==> config.mk <==
export PLATFORM = sky130hd
export DESIGN_NAME = ysyx_041514_pipe_ctrl
export DESIGN_NICKNAME = d
export VERILOG_FILES = /design/src/rtl/ysyx_041514_pipe_ctrl.sv
export SDC_FILE = /design/constraint.sdc
export NUM_CORES = 1
export LEC_CHECK = 0
export CORE_ASPECT_RATIO = 0.8
export CORE_UTILIZATION = 43
export CTS_BUF_LIST = sky130_fd_sc_hd__clkbuf_16
export CTS_CLUSTER_SIZE = 24
export DETAILED_ROUTE_END_ITERATION = 8
export PLACE_DENSITY = 0.88
export SYNTH_ARGS = -nofsm -noshare
export SYNTH_HDL_FRONTEND = slang
export SYNTH_SLANG_ARGS = --single-unit
==> constraint.sdc <==
create_clock -name clk -period 4.6 [get_ports clk]
set_clock_uncertainty 0.05 [all_clocks]
set_input_delay 0.46 -clock clk [delete_from_list [all_inputs] [get_ports clk]]
set_output_delay 0.46 -clock clk [all_outputs]
set_load 0.01 [all_outputs]
==> src/rtl/ysyx_041514_pipe_ctrl.sv <==
// Pipeline hazard controller: per-register stall/flush generation, PC redirect
// arbitration with a pending-target FSM for busy fetch, and a front-end stall counter.
module ysyx_041514_pipe_ctrl (
   input  logic        clk,
   input  logic        rst,
   input  logic        req_if_stall_i,
   input  logic        req_id_hazard_i,
   input  logic        req_ex_busy_i,
   input  logic        req_mem_busy_i,
   input  logic        branch_valid_i,
   input  logic [63:0] branch_pc_i,
   input  logic        trap_valid_i,
   input  logic [63:0] trap_pc_i,
   input  logic        fetch_busy_i,
   input  logic        perf_clr_i,
   output logic [5:0]  stall_valid_o,
   output logic [5:0]  flush_valid_o,
   output logic        redirect_valid_o,
   output logic [63:0] redirect_pc_o,
   output logic [31:0] stall_cycles_o
);

   typedef enum logic {IDLE, PEND} state_e;

   state_e      state_q;
   logic [63:0] tgt_q;
   logic [31:0] stall_cnt_q;

   logic        trap_take;
   logic        branch_take;
   logic        redir_take;
   logic [63:0] redir_tgt;
   logic [5:0]  stall_d;
   logic [5:0]  flush_d;
   logic        redir_valid_d;
   logic [63:0] redir_pc_d;

   assign trap_take   = trap_valid_i & ~req_mem_busy_i;
   assign branch_take = branch_valid_i & ~trap_take & ~req_mem_busy_i & ~req_ex_busy_i
                        & (state_q == IDLE);
   assign redir_take  = trap_take | branch_take;
   assign redir_tgt   = trap_take ? trap_pc_i : branch_pc_i;

   // NOTE: every always_comb output gets a default first so no path can infer a latch.
   always_comb begin
      stall_d       = 6'b000000;
      flush_d       = 6'b000000;
      redir_valid_d = 1'b0;
      redir_pc_d    = tgt_q;

      if (req_mem_busy_i) begin
         stall_d = 6'b001111;
         flush_d = 6'b010000;
      end else if (req_ex_busy_i) begin
         stall_d = 6'b000111;
         flush_d = 6'b001000;
      end else if (req_id_hazard_i) begin
         stall_d = 6'b000011;
         flush_d = 6'b000100;
      end else if (req_if_stall_i) begin
         stall_d = 6'b000001;
         flush_d = 6'b000010;
      end

      // While a redirect waits for fetch, hold PC and keep bubbling IF_ID.
      if (state_q == PEND) begin
         stall_d = stall_d | 6'b000001;
         flush_d = flush_d | 6'b000010;
      end

      if (trap_take)   flush_d = flush_d | 6'b001110;
      if (branch_take) flush_d = flush_d | 6'b000110;

      stall_d = stall_d & ~flush_d;

      if (!fetch_busy_i) begin
         if (state_q == IDLE && redir_take) begin
            redir_valid_d = 1'b1;
            redir_pc_d    = redir_tgt;
         end else if (state_q == PEND) begin
            redir_valid_d = 1'b1;
            redir_pc_d    = trap_take ? trap_pc_i : tgt_q;
         end
      end

      // Reset must clear the combinational outputs too, not just the registers.
      if (!rst) begin
         stall_d       = 6'b000000;
         flush_d       = 6'b000000;
         redir_valid_d = 1'b0;
         redir_pc_d    = 64'd0;
      end
   end

   assign stall_valid_o    = stall_d;
   assign flush_valid_o    = flush_d;
   assign redirect_valid_o = redir_valid_d;
   assign redirect_pc_o    = redir_pc_d;
   assign stall_cycles_o   = stall_cnt_q;

   // NOTE: sequential state uses non-blocking assignments so all flops update together.
   always_ff @(posedge clk or negedge rst) begin
      if (!rst) begin
         state_q <= IDLE;
         tgt_q   <= 64'd0;
      end else begin
         case (state_q)
            IDLE: begin
               if (redir_take && fetch_busy_i) begin
                  tgt_q   <= redir_tgt;
                  state_q <= PEND;
               end
            end
            PEND: begin
               if (trap_take) tgt_q <= trap_pc_i;
               if (!fetch_busy_i) state_q <= IDLE;
            end
            default: state_q <= IDLE;
         endcase
      end
   end

   always_ff @(posedge clk or negedge rst) begin
      if (!rst) begin
         stall_cnt_q <= 32'd0;
      end else if (perf_clr_i) begin
         stall_cnt_q <= 32'd0;
      end else if (stall_d[0] && stall_cnt_q != 32'hFFFF_FFFF) begin
         stall_cnt_q <= stall_cnt_q + 32'd1;
      end
   end

endmodule
==> impl_metrics.env <==
export IMPL_mostFrequentLayoutCells="clkdlybuf4s50_1, a21oi_1, o21ai_0"
export IMPL_worstMarginPinSlew_ns=1.15
export IMPL_antenna_found_initial=0
export IMPL_path_max_fanout=30
export IMPL_dp_cells=1245
export IMPL_finalSetupViolCount=0
export IMPL_cts_buffer_depth=2
export IMPL_start_kind="flip-flop"
export IMPL_cap_violations=0
export IMPL_cts_root_buf="clkbuf_16"
export IMPL_critPathBufInv=2
export IMPL_cts_resized=0
export IMPL_std_cell_rows=41
export IMPL_period_minus_slack_ns=4.05
export IMPL_slowest_delay_ns=0.68
export IMPL_power_density_nw_per_um2=280
export IMPL_pin_count=247
export IMPL_routed_wl_um=23700
export IMPL_finalSetupTns_ns=0
export IMPL_p_sw_frac=0.328
export IMPL_arrival_ns=3.54
export IMPL_multi_input_area_um2=4150
export IMPL_synth_warnings=0
export IMPL_final_layout_size_suffix_gt1_frac=0.0545
export IMPL_grt_pass1_vias=7131
export IMPL_grt_pass1_wl_um=37000
export IMPL_synth_edff_count=0
export IMPL_ys_seq_elements=97
export IMPL_clk_pin_slew_ns=0.07
export IMPL_start_util=0.440
export IMPL_end_kind="output port"
export IMPL_combPwrFrac=0.339
export IMPL_min_path_type="input port to async pin"
export IMPL_fin_cells=1261
export IMPL_critical_path_class="flip-flop to output port"
export IMPL_grt_max_degree=111
export IMPL_nFillCells=1387
export IMPL_seqPwrFrac=0.400
export IMPL_clkLatencyLatePin_ns=0.35
export IMPL_yosysTopAreaCellShare=0.349
export IMPL_grt_usage=0.284
export IMPL_overflow=0
export IMPL_die_h_um=116
export IMPL_cts_setup_buffers=0
export IMPL_rsz0062_at_grt="no"
export IMPL_place_congestion=0.832
export IMPL_status="finished clean"
export IMPL_ant_nets=0
export IMPL_syn_area_um2=6960
export IMPL_wl_per_cell_um=18.8
export IMPL_leakage_uw=0.00370
export IMPL_final_hold_viol_count=0
export IMPL_slowest_stage="dfrtp_4"
export IMPL_cts_hold_buf=0
export IMPL_drv_slew=0
export IMPL_p_switching_uw=896
export IMPL_clock_sinks=97
export IMPL_core_area_um2=15800
export IMPL_synth_cells=849
export IMPL_dpl_hpwl_um=16200
export IMPL_ys_seq_area_frac=0.349
export IMPL_vias_per_cell=6.07
export IMPL_min_period_over_period=0.881
export IMPL_synth_area_leaders="dfrtp_1, a21oi_1, mux2i_1"
export IMPL_final_common_cell="clkdlybuf4s50_1"
export IMPL_vias=7652
export IMPL_dieArea_um2=16700
export IMPL_numPortBuffers=242
export IMPL_vdd_ir_drop_worst_v=0.000201
export IMPL_cts_tree="done"
export IMPL_cts_buffers=9
export IMPL_cts_htree_levels=3
export IMPL_dr_first_iter_drc_count=531
export IMPL_syn2layout_area_growth_pct=40.2
export IMPL_maxSlewHeadroom=0.229
export IMPL_drc_errors=0
export IMPL_register_area_um2=2430
export IMPL_die_w_um=144
export IMPL_async_reset_ff_frac=1.00
export IMPL_cp_required_ns=4.09
export IMPL_ys_flop_type="dfrtp_1"
export IMPL_timing_fmax_mhz=247
export IMPL_critPathTopFamily="buffers and inverters"
export IMPL_first_pass_iters=7
export IMPL_path_cells="or3b_1, a21oi_4, nor2b_4, buf_4, o211ai_1, a21boi_0, clkdlybuf4s50_1"
export IMPL_synth_top_area_cell="dfrtp_1"
export IMPL_fin_nets=1180
export IMPL_syn_avg_cell_area_um2=8.20
export IMPL_ys_types=50
export IMPL_internal_power_uw=1840
export IMPL_n_antenna_cell=0
export IMPL_power_frac_clock=0.261
-- stage by stage --
stage	area (um^2)	util	hold slack (ns)	total power, uW	setup slack, ns
3_5_place_dp	9490	0.600	0.402	2020	0.689
6_report	9760	0.618	0.0139	2730	0.546
2_1_floorplan	6970	-	0.114	1580	2.22
3_3_place_gp	9490	0.600	0.398	1990	0.701
5_1_grt	9760	0.618	0.0315	2890	0.484
4_1_cts	9760	0.618	0.0180	2740	0.541
-- synth_stat cells (all sizes together) (14+ instances only) --
cell type  number
a21oi         104
o21ai         100
nand2          98
dfrtp          97
clkbuf         54
o211ai         52
mux2i          51
a2bb2oi        39
o22ai          39
buf            32
a21boi         27
nor2           18
nand4          17
nand3          14
-- path summary, 6_finish.rpt --
path	start	to	slack [ns]	cells past startpoint
max	state_q	redirect_pc_o[4]	0.55	7
min	rst	tgt_q[36]	0.01	1
max reg2reg	state_q	tgt_q[41]	1.69	7
min reg2reg	tgt_q[28]	tgt_q[28]	0.46	2
max in group asynchronous	rst	stall_cycles_o[20]	3.64	2
min in group clk	tgt_q[28]	tgt_q[28]	0.46	2
-- state kept, by name (all words and copies together), names as in the netlist --
name,flops
stall_cycles_o,32
state_q,1
tgt_q,64
-- layer usage --
layer  up-vias  GRT usage  wire [um]
met5         -          0          0
li1       3601          -          -
met4         0     0.0975        630
met2       341      0.450      11000
met3        48     0.0583       1740
met1      3662      0.386      10300
-- kinds of logic (layout without fill, tap and decap cells) --
kind of cell    count (synthesis)  in the layout  synth area share
fa+ha+maj                       1              1           0.00180
simple gates                  223            223             0.165
compound gates                379            379             0.340
buf+inv                        91            285            0.0601
mux                            57             57            0.0831
other cells                     1              4          0.000539
flops                          97             97             0.349
-- cell type report --
| cell class | count | share of cell area |
|---|---|---|
| Tap cell | 215 | 0.0276 |
| Sequential cell | 97 | 0.249 |
| Clock buffer | 9 | 0.0231 |
| Multi-Input combinational cell | 664 | 0.426 |
| Clock inverter | 7 | 0.00462 |
| Inverter | 5 | 0.00192 |
| Timing Repair Buffer | 264 | 0.268 |
-- power by group through the flow --
stage / combinational [uW] / clock [uW] / sequential (uW)
2_1_floorplan: 512 / 0 / 1070
3_3_place_gp: 898 / 0 / 1100
3_5_place_dp: 919 / 0 / 1100
4_1_cts: 923 / 731 / 1090
5_1_grt: 1010 / 767 / 1110
6_report: 925 / 715 / 1090
(Power assumes the default switching activity.)
